==> src/rtl/uart_wb_bridge_if.sv <==
// uart_wb_bridge_if: pipelined Wishbone bus between the UART debug bridge (master) and its slave
interface uart_wb_bridge_if;
  logic        cyc;
  logic        stb;
  logic        we;
  logic [31:0] addr;
  logic [31:0] wdata;
  logic [3:0]  sel;
  logic        stall;
  logic        ack;
  logic [31:0] rdata;
  modport master (output cyc, stb, we, addr, wdata, sel, input stall, ack, rdata);
  modport slave (input cyc, stb, we, addr, wdata, sel, output stall, ack, rdata);
endinterface

==> src/rtl/uart_wb_bridge.sv <==
// uart_wb_bridge: UART byte frames to single Wishbone transfers; UART_WB_AUTOINC_EN adds address auto-increment and 'w'/'r'
module uart_wb_bridge #(
  parameter int BYTE_TIMEOUT = 100000,
  parameter int ACK_TIMEOUT  = 1024
) (
  input  logic       clk,
  input  logic       resetn,
  input  logic       rx_valid,
  input  logic [7:0] rx_data,
  output logic       tx_valid,
  output logic [7:0] tx_data,
  input  logic       tx_ready,
  output logic       busy,
  output logic       rx_drop,
  uart_wb_bridge_if.master wb
);
  typedef enum logic [2:0] {IDLE, ADDR, DATA, WB_REQ, WB_WAIT, RESP} state_t;
  state_t state_q, state_d;
  logic        wr_q, wr_d, cyc_q, cyc_d, stb_q, stb_d, we_q, we_d;
  logic        tx_valid_q, tx_valid_d, busy_q, busy_d, drop_q, drop_d;
  logic [31:0] addr_q, addr_d, dat_q, dat_d, tmo_q, tmo_d;
  logic [3:0]  sel_q, sel_d;
  logic [7:0]  tx_data_q, tx_data_d;
  logic [23:0] rbuf_q, rbuf_d;
  logic [1:0]  cnt_q, cnt_d;
  logic        req, acked, byte_to, ack_to;
  always_ff @(posedge clk) begin
    if (!resetn) begin
      state_q    <= IDLE;
      wr_q       <= 1'b0;
      cyc_q      <= 1'b0;
      stb_q      <= 1'b0;
      we_q       <= 1'b0;
      tx_valid_q <= 1'b0;
      busy_q     <= 1'b0;
      drop_q     <= 1'b0;
      addr_q     <= '0;
      dat_q      <= '0;
      tmo_q      <= '0;
      sel_q      <= '0;
      tx_data_q  <= '0;
      rbuf_q     <= '0;
      cnt_q      <= '0;
    end else begin
      state_q    <= state_d;
      wr_q       <= wr_d;
      cyc_q      <= cyc_d;
      stb_q      <= stb_d;
      we_q       <= we_d;
      tx_valid_q <= tx_valid_d;
      busy_q     <= busy_d;
      drop_q     <= drop_d;
      addr_q     <= addr_d;
      dat_q      <= dat_d;
      tmo_q      <= tmo_d;
      sel_q      <= sel_d;
      tx_data_q  <= tx_data_d;
      rbuf_q     <= rbuf_d;
      cnt_q      <= cnt_d;
    end
  end
  always_comb begin
    state_d    = state_q;
    wr_d       = wr_q;
    cyc_d      = cyc_q;
    stb_d      = stb_q;
    we_d       = we_q;
    tx_valid_d = tx_valid_q;
    addr_d     = addr_q;
    dat_d      = dat_q;
    tmo_d      = tmo_q;
    sel_d      = sel_q;
    tx_data_d  = tx_data_q;
    rbuf_d     = rbuf_q;
    cnt_d      = cnt_q;
    req        = 1'b0;
    acked      = 1'b0;
    byte_to    = tmo_q == 32'(BYTE_TIMEOUT - 1);
    ack_to     = tmo_q == 32'(ACK_TIMEOUT - 1);
    drop_d     = rx_valid && (state_q inside {WB_REQ, WB_WAIT, RESP});
    case (state_q)
      IDLE: if (rx_valid) begin
        if (rx_data == 8'h57 || rx_data == 8'h52) begin
          wr_d    = rx_data == 8'h57;
          state_d = ADDR;
          cnt_d   = '0;
          tmo_d   = '0;
        end
`ifdef UART_WB_AUTOINC_EN
        else if (rx_data == 8'h77) begin
          wr_d    = 1'b1;
          state_d = DATA;
          cnt_d   = '0;
          tmo_d   = '0;
        end else if (rx_data == 8'h72) begin
          wr_d = 1'b0;
          req  = 1'b1;
        end
`endif
      end
      ADDR: if (rx_valid) begin
        addr_d  = {addr_q[23:0], rx_data};
        tmo_d   = '0;
        cnt_d   = cnt_q + 2'd1;
        state_d = (cnt_q == 2'd3 && wr_q) ? DATA : ADDR;
        req     = cnt_q == 2'd3 && !wr_q;
      end else begin
        state_d = byte_to ? IDLE : ADDR;
        tmo_d   = tmo_q + 32'd1;
      end
      DATA: if (rx_valid) begin
        dat_d = {dat_q[23:0], rx_data};
        tmo_d = '0;
        cnt_d = cnt_q + 2'd1;
        req   = cnt_q == 2'd3;
      end else begin
        state_d = byte_to ? IDLE : DATA;
        tmo_d   = tmo_q + 32'd1;
      end
      WB_REQ: if (!wb.stall) begin
        stb_d   = 1'b0;
        we_d    = 1'b0;
        tmo_d   = '0;
        state_d = WB_WAIT;
        acked   = wb.ack;
      end
      WB_WAIT: if (wb.ack) begin
        acked = 1'b1;
      end else if (ack_to) begin
        cyc_d      = 1'b0;
        sel_d      = '0;
        state_d    = RESP;
        tx_valid_d = 1'b1;
        tx_data_d  = 8'h45;
        cnt_d      = '0;
      end else begin
        tmo_d = tmo_q + 32'd1;
      end
      RESP: if (tx_ready) begin
        tx_valid_d = cnt_q != 2'd0;
        state_d    = cnt_q == 2'd0 ? IDLE : RESP;
        tx_data_d  = cnt_q == 2'd0 ? tx_data_q : rbuf_q[23:16];
        rbuf_d     = {rbuf_q[15:0], 8'h00};
        cnt_d      = cnt_q == 2'd0 ? cnt_q : cnt_q - 2'd1;
      end
      default: state_d = IDLE;
    endcase
    // An ack on the accept cycle completes the transfer without visiting WB_WAIT
    if (acked) begin
      cyc_d      = 1'b0;
      sel_d      = '0;
      state_d    = RESP;
      tx_valid_d = 1'b1;
      tx_data_d  = wr_q ? 8'h4B : wb.rdata[31:24];
      rbuf_d     = wb.rdata[23:0];
      cnt_d      = wr_q ? 2'd0 : 2'd3;
`ifdef UART_WB_AUTOINC_EN
      addr_d     = addr_q + 32'd4;
`endif
    end
    if (req) begin
      state_d = WB_REQ;
      cyc_d   = 1'b1;
      stb_d   = 1'b1;
      we_d    = wr_d;
      sel_d   = 4'hF;
    end
    busy_d = state_d != IDLE;
  end
  assign tx_valid = tx_valid_q;
  assign tx_data  = tx_data_q;
  assign busy     = busy_q;
  assign rx_drop  = drop_q;
  assign wb.cyc   = cyc_q;
  assign wb.stb   = stb_q;
  assign wb.we    = we_q;
  assign wb.addr  = addr_q;
  assign wb.wdata = dat_q;
  assign wb.sel   = sel_q;
endmodule

==> src/flat_wrapper.sv <==
// flat-port wrapper written by rule: the top's interface ports become plain ports
module uart_wb_bridge_flat 
#(
  parameter int BYTE_TIMEOUT = 100000,
  parameter int ACK_TIMEOUT  = 1024
)
  (clk, resetn, rx_valid, rx_data, tx_valid, tx_data, tx_ready, busy, rx_drop, wb_cyc, wb_stb, wb_we, wb_addr, wb_wdata, wb_sel, wb_stall, wb_ack, wb_rdata);
  uart_wb_bridge_if wb_i ();
  input  logic clk;
  input  logic resetn;
  input  logic rx_valid;
  input  logic [7:0] rx_data;
  output logic tx_valid;
  output logic [7:0] tx_data;
  input  logic tx_ready;
  output logic busy;
  output logic rx_drop;
  output wire logic [$bits(wb_i.cyc)-1:0] wb_cyc;
  output wire logic [$bits(wb_i.stb)-1:0] wb_stb;
  output wire logic [$bits(wb_i.we)-1:0] wb_we;
  output wire logic [$bits(wb_i.addr)-1:0] wb_addr;
  output wire logic [$bits(wb_i.wdata)-1:0] wb_wdata;
  output wire logic [$bits(wb_i.sel)-1:0] wb_sel;
  input wire logic [$bits(wb_i.stall)-1:0] wb_stall;
  input wire logic [$bits(wb_i.ack)-1:0] wb_ack;
  input wire logic [$bits(wb_i.rdata)-1:0] wb_rdata;
  assign wb_cyc = wb_i.cyc;
  assign wb_stb = wb_i.stb;
  assign wb_we = wb_i.we;
  assign wb_addr = wb_i.addr;
  assign wb_wdata = wb_i.wdata;
  assign wb_sel = wb_i.sel;
  assign wb_i.stall = wb_stall;
  assign wb_i.ack = wb_ack;
  assign wb_i.rdata = wb_rdata;
  uart_wb_bridge #(.BYTE_TIMEOUT(BYTE_TIMEOUT), .ACK_TIMEOUT(ACK_TIMEOUT)) u_core (.clk(clk), .resetn(resetn), .rx_valid(rx_valid), .rx_data(rx_data), .tx_valid(tx_valid), .tx_data(tx_data), .tx_ready(tx_ready), .busy(busy), .rx_drop(rx_drop), .wb(wb_i));
endmodule
==> config.mk <==
export PLATFORM = sky130hd
export DESIGN_NAME = uart_wb_bridge_flat
export DESIGN_NICKNAME = d
export VERILOG_FILES = /design/src/rtl/uart_wb_bridge_if.sv /design/src/rtl/uart_wb_bridge.sv /design/src/flat_wrapper.sv
export SDC_FILE = /design/constraint.sdc
export NUM_CORES = 1
export LEC_CHECK = 0
export BUFFER_PORTS_ARGS = -buffer_cell sky130_fd_sc_hd__buf_4
export CORE_AREA = 3 3 146 148
export DETAILED_ROUTE_END_ITERATION = 6
export DIE_AREA = 0 0 149 151
export GPL_TIMING_DRIVEN = 0
export SLEW_MARGIN = 20
export SYNTH_ARGS = -nofsm -noshare
export SYNTH_HDL_FRONTEND = slang
export SYNTH_SLANG_ARGS = --single-unit
==> constraint.sdc <==
create_clock -name clk -period 3.6 [get_ports clk]
set_input_delay 0.54 -clock clk [delete_from_list [all_inputs] [get_ports clk]]
set_output_delay 0.54 -clock clk [all_outputs]
set_load 0.01 [all_outputs]
==> run summary <==
Status = finished, final reports clean
Final setup fails = 0
Library cells used by synthesis = 64
Shortest period the worst path allows = 2.357 ns
Synth Cell Area = 0.006237 mm2
Worst Max-Slew Pin Slew = 0.8226 ns
WP buf/inv = 1
Internal = 2682 uW
PD cells = 424.8 mW/mm2
Nets = 972
Maxcap violations = 0
GR Util All Layers = 16.65%
Total CTS buffers = 17
Worst Path Max Fanout = 7
Wire per inst = 15.90 um
NetSw = 763.3 uW
DRC viols = 0
Tot Pwr = 3445 uW
H-Tree Level Count = 4
Worst setup SP type = flop
Worst Path Required = 3.94 ns
Hpwl dp = 13.97 mm
Via count = 6296
Top FF cell, synth = dfxtp_1
Syn nets = 828
Clock share of power = 51.9%
Final period utilization = 65.47%
Post-synth ARST share = 0%
Logic pwr share = 3.1%
Die area = 0.02250 mm2
Die X = 149 um
Crit. End Element = flop
Top cell type's share of synthesized area = 44.93%
Placed cells = 1176
Post-DR vias/cell = 5.212
Most frequent CP cell = a311oi_1
Peak supply drop = 254.7 uV
Max-slew violations = 0
Final WL = 19.20 mm
Initial antenna violation count = 1
CP delay by family, top = compound AO/OA/AOI/OAI gates
Port Buffers = 125
Row count = 52
Post-Synthesis Cells = 781
Clk sinks = 140
Sw Ratio = 22.16%
Post_cts resized = 0
Initial Utilization = 30.92%
Share of cells above drive strength 1 = 20.04%
Normalized max-slew margin = 44.74%
RSZ-0062 raised after global routing = no
GPL Wtd Cong = 0.8547
Die Ht = 151 um
Setup Buffers After CTS = 0
Yosys top cell by area = dfxtp_1
CTS Root Cell = clkbuf_16
Max incr delay on CP = 0.65 ns
Most frequent cells in the layout = nand2_1, dfxtp_1, buf_4
Largest net degree at the start of global routing = 17
Clk buf depth = 2
Overflow after GRT = 0
Antenna-violating nets left = 0
Yosys warns = 0
FF+latch count, synth = 140
Hold Vio Cnt, Final = 0
Lkg Pwr = 0.002857 uW
Hold Path Class = in2reg
Seq/Total Area, Yosys = 44.93%
Worst Skew = 0.009151 ns
Post-synth EDFFs = 0
Fillcell total = 2102
Vias in the first global route = 5887
Area grow syn2layout = 30.01%
Slowest cell on crit path = a311oi_1
Core Box Area = 0.02017 mm2
Worst-path cell chain = ha_1, and4_1, and4_4, buf_6, a311oi_1, nor2_1, a311oi_1
CTS tree = done
Most common cell after layout, fill and taps aside = nand2_1
Post-Layout Cell Count = 1208
# IOs = 128
Reg power frac = 45.0%
DR pass1 iterations = 5
Synth area leaders = dfxtp_1, nand2_1, a21oi_1
Worst skew pair latency = 0.43 ns
DR iter-0 viols = 308
First-pass GRT wire length = 29.93 mm
Max frequency = 0.4243 GHz
Clk pin slew, worst setup/hold paths = 0.06 ns
Ant. Diodes = 0
Fin Setup TNS = 0 ns
Area of the multi-input gates = 0.003079 mm2
Seq. cell area = 0.002803 mm2
Data arrival, critical path = 2.69 ns
Post-CTS Hold Fix Bufs = 0
Mean cell area of the mapped netlist = 7.986 um2
CP Class = reg2reg
[through the flow]
| step | hold slack [ns] | utilization, % | instance area, um2 | setup slack, ns |
|---|---|---|---|---|
| after global placement | 0.4426 | 37.25 | 7513 | 1.017 |
| after detailed placement | 0.4474 | 37.25 | 7513 | 1.048 |
| after global routing | 0.3511 | 40.20 | 8109 | 1.035 |
| after floorplan | 0.4423 | - | 6237 | 1.518 |
| final | 0.3537 | 40.20 | 8109 | 1.243 |
| after CTS | 0.3456 | 40.20 | 8109 | 1.219 |
[state kept, by name (all words and copies together), names as in the netlist, 2 cells and up]
register / count
u_core.cnt_q: 2
u_core.rbuf_q: 24
u_core.state_q: 3
u_core.tmo_q: 32
u_core.tx_data: 8
u_core.wb.addr: 32
u_core.wb.wdata: 32
[power groups by stage]
stage          Combinational (uW)  Sequential, uW  Clock (uW)
3_3_place_gp                  106            1580           0
6_report                      106            1550        1790
3_5_place_dp                  106            1580           0
2_1_floorplan                40.9            1580           0
4_1_cts                       107            1550        1820
5_1_grt                       114            1550        1890
[path summary, 6_finish.rpt]
| path | start | end | slack [ns] | cells past startpoint |
|---|---|---|---|---|
| worst max-delay path | u_core.tmo_q[0] | u_core.tx_data[1] | 1.24 | 7 |
| worst min-delay path | wb_rdata[5] | u_core.rbuf_q[5] | 0.35 | 3 |
| worst max register to register | u_core.tmo_q[0] | u_core.tx_data[1] | 1.24 | 7 |
| worst min register to register | u_core.wb.addr[28] | u_core.wb.addr[28] | 0.45 | 2 |
[cells in the mapped netlist (all sizes together) (10+ instances only)]
| cell type | n |
|---|---|
| nand2 | 180 |
| dfxtp | 140 |
| a21oi | 119 |
| clkbuf | 49 |
| nand3 | 44 |
| nor2 | 26 |
| or4 | 24 |
| o31ai | 21 |
| a311oi | 19 |
| buf | 17 |
| o21ai | 17 |
| and4 | 11 |
| nand4 | 10 |
[routing by layer]
| layer | part of all wire (%) | track usage, % |
|---|---|---|
| met3 | 7.0 | 4.907 |
| met1 | 45 | 21.38 |
| met5 | 0.062 | 0 |
| met4 | 1.8 | 5.995 |
| met2 | 46 | 26.70 |
[logic make-up after synthesis]
| group | after synthesis | synth area share (%) |
|---|---|---|
| muxes | 1 | 0.1605 |
| and+or+nand+nor | 349 | 27.54 |
| xor gates and xnor gates | 4 | 0.5618 |
| DFF | 140 | 44.93 |
| buffers and inverters | 75 | 5.697 |
| AOI/OAI and AO/OA | 210 | 20.74 |
| adders and majority gates | 2 | 0.3611 |
[worst register-to-register path, stage by stage (launching register included)]
cell	delay [ns]
dfxtp_1	0.34
ha_1	0.25
and4_1	0.23
and4_4	0.15
buf_6	0.12
a311oi_1	0.65
nor2_1	0.24
a311oi_1	0.27
[area by class of cell]
cell class                 instances  share of cell area [%]
multi-input combinational        566                   37.97
sequential                       140                   34.56
timing repair buffer             125                   11.57
clock buffer                      18                   5.292
tap                              270                   4.166
buffer                            66                   3.965
clock inverter                    14                   2.052
inverter                           9                  0.4166
Note: power is estimated with default switching activity, not from simulation.
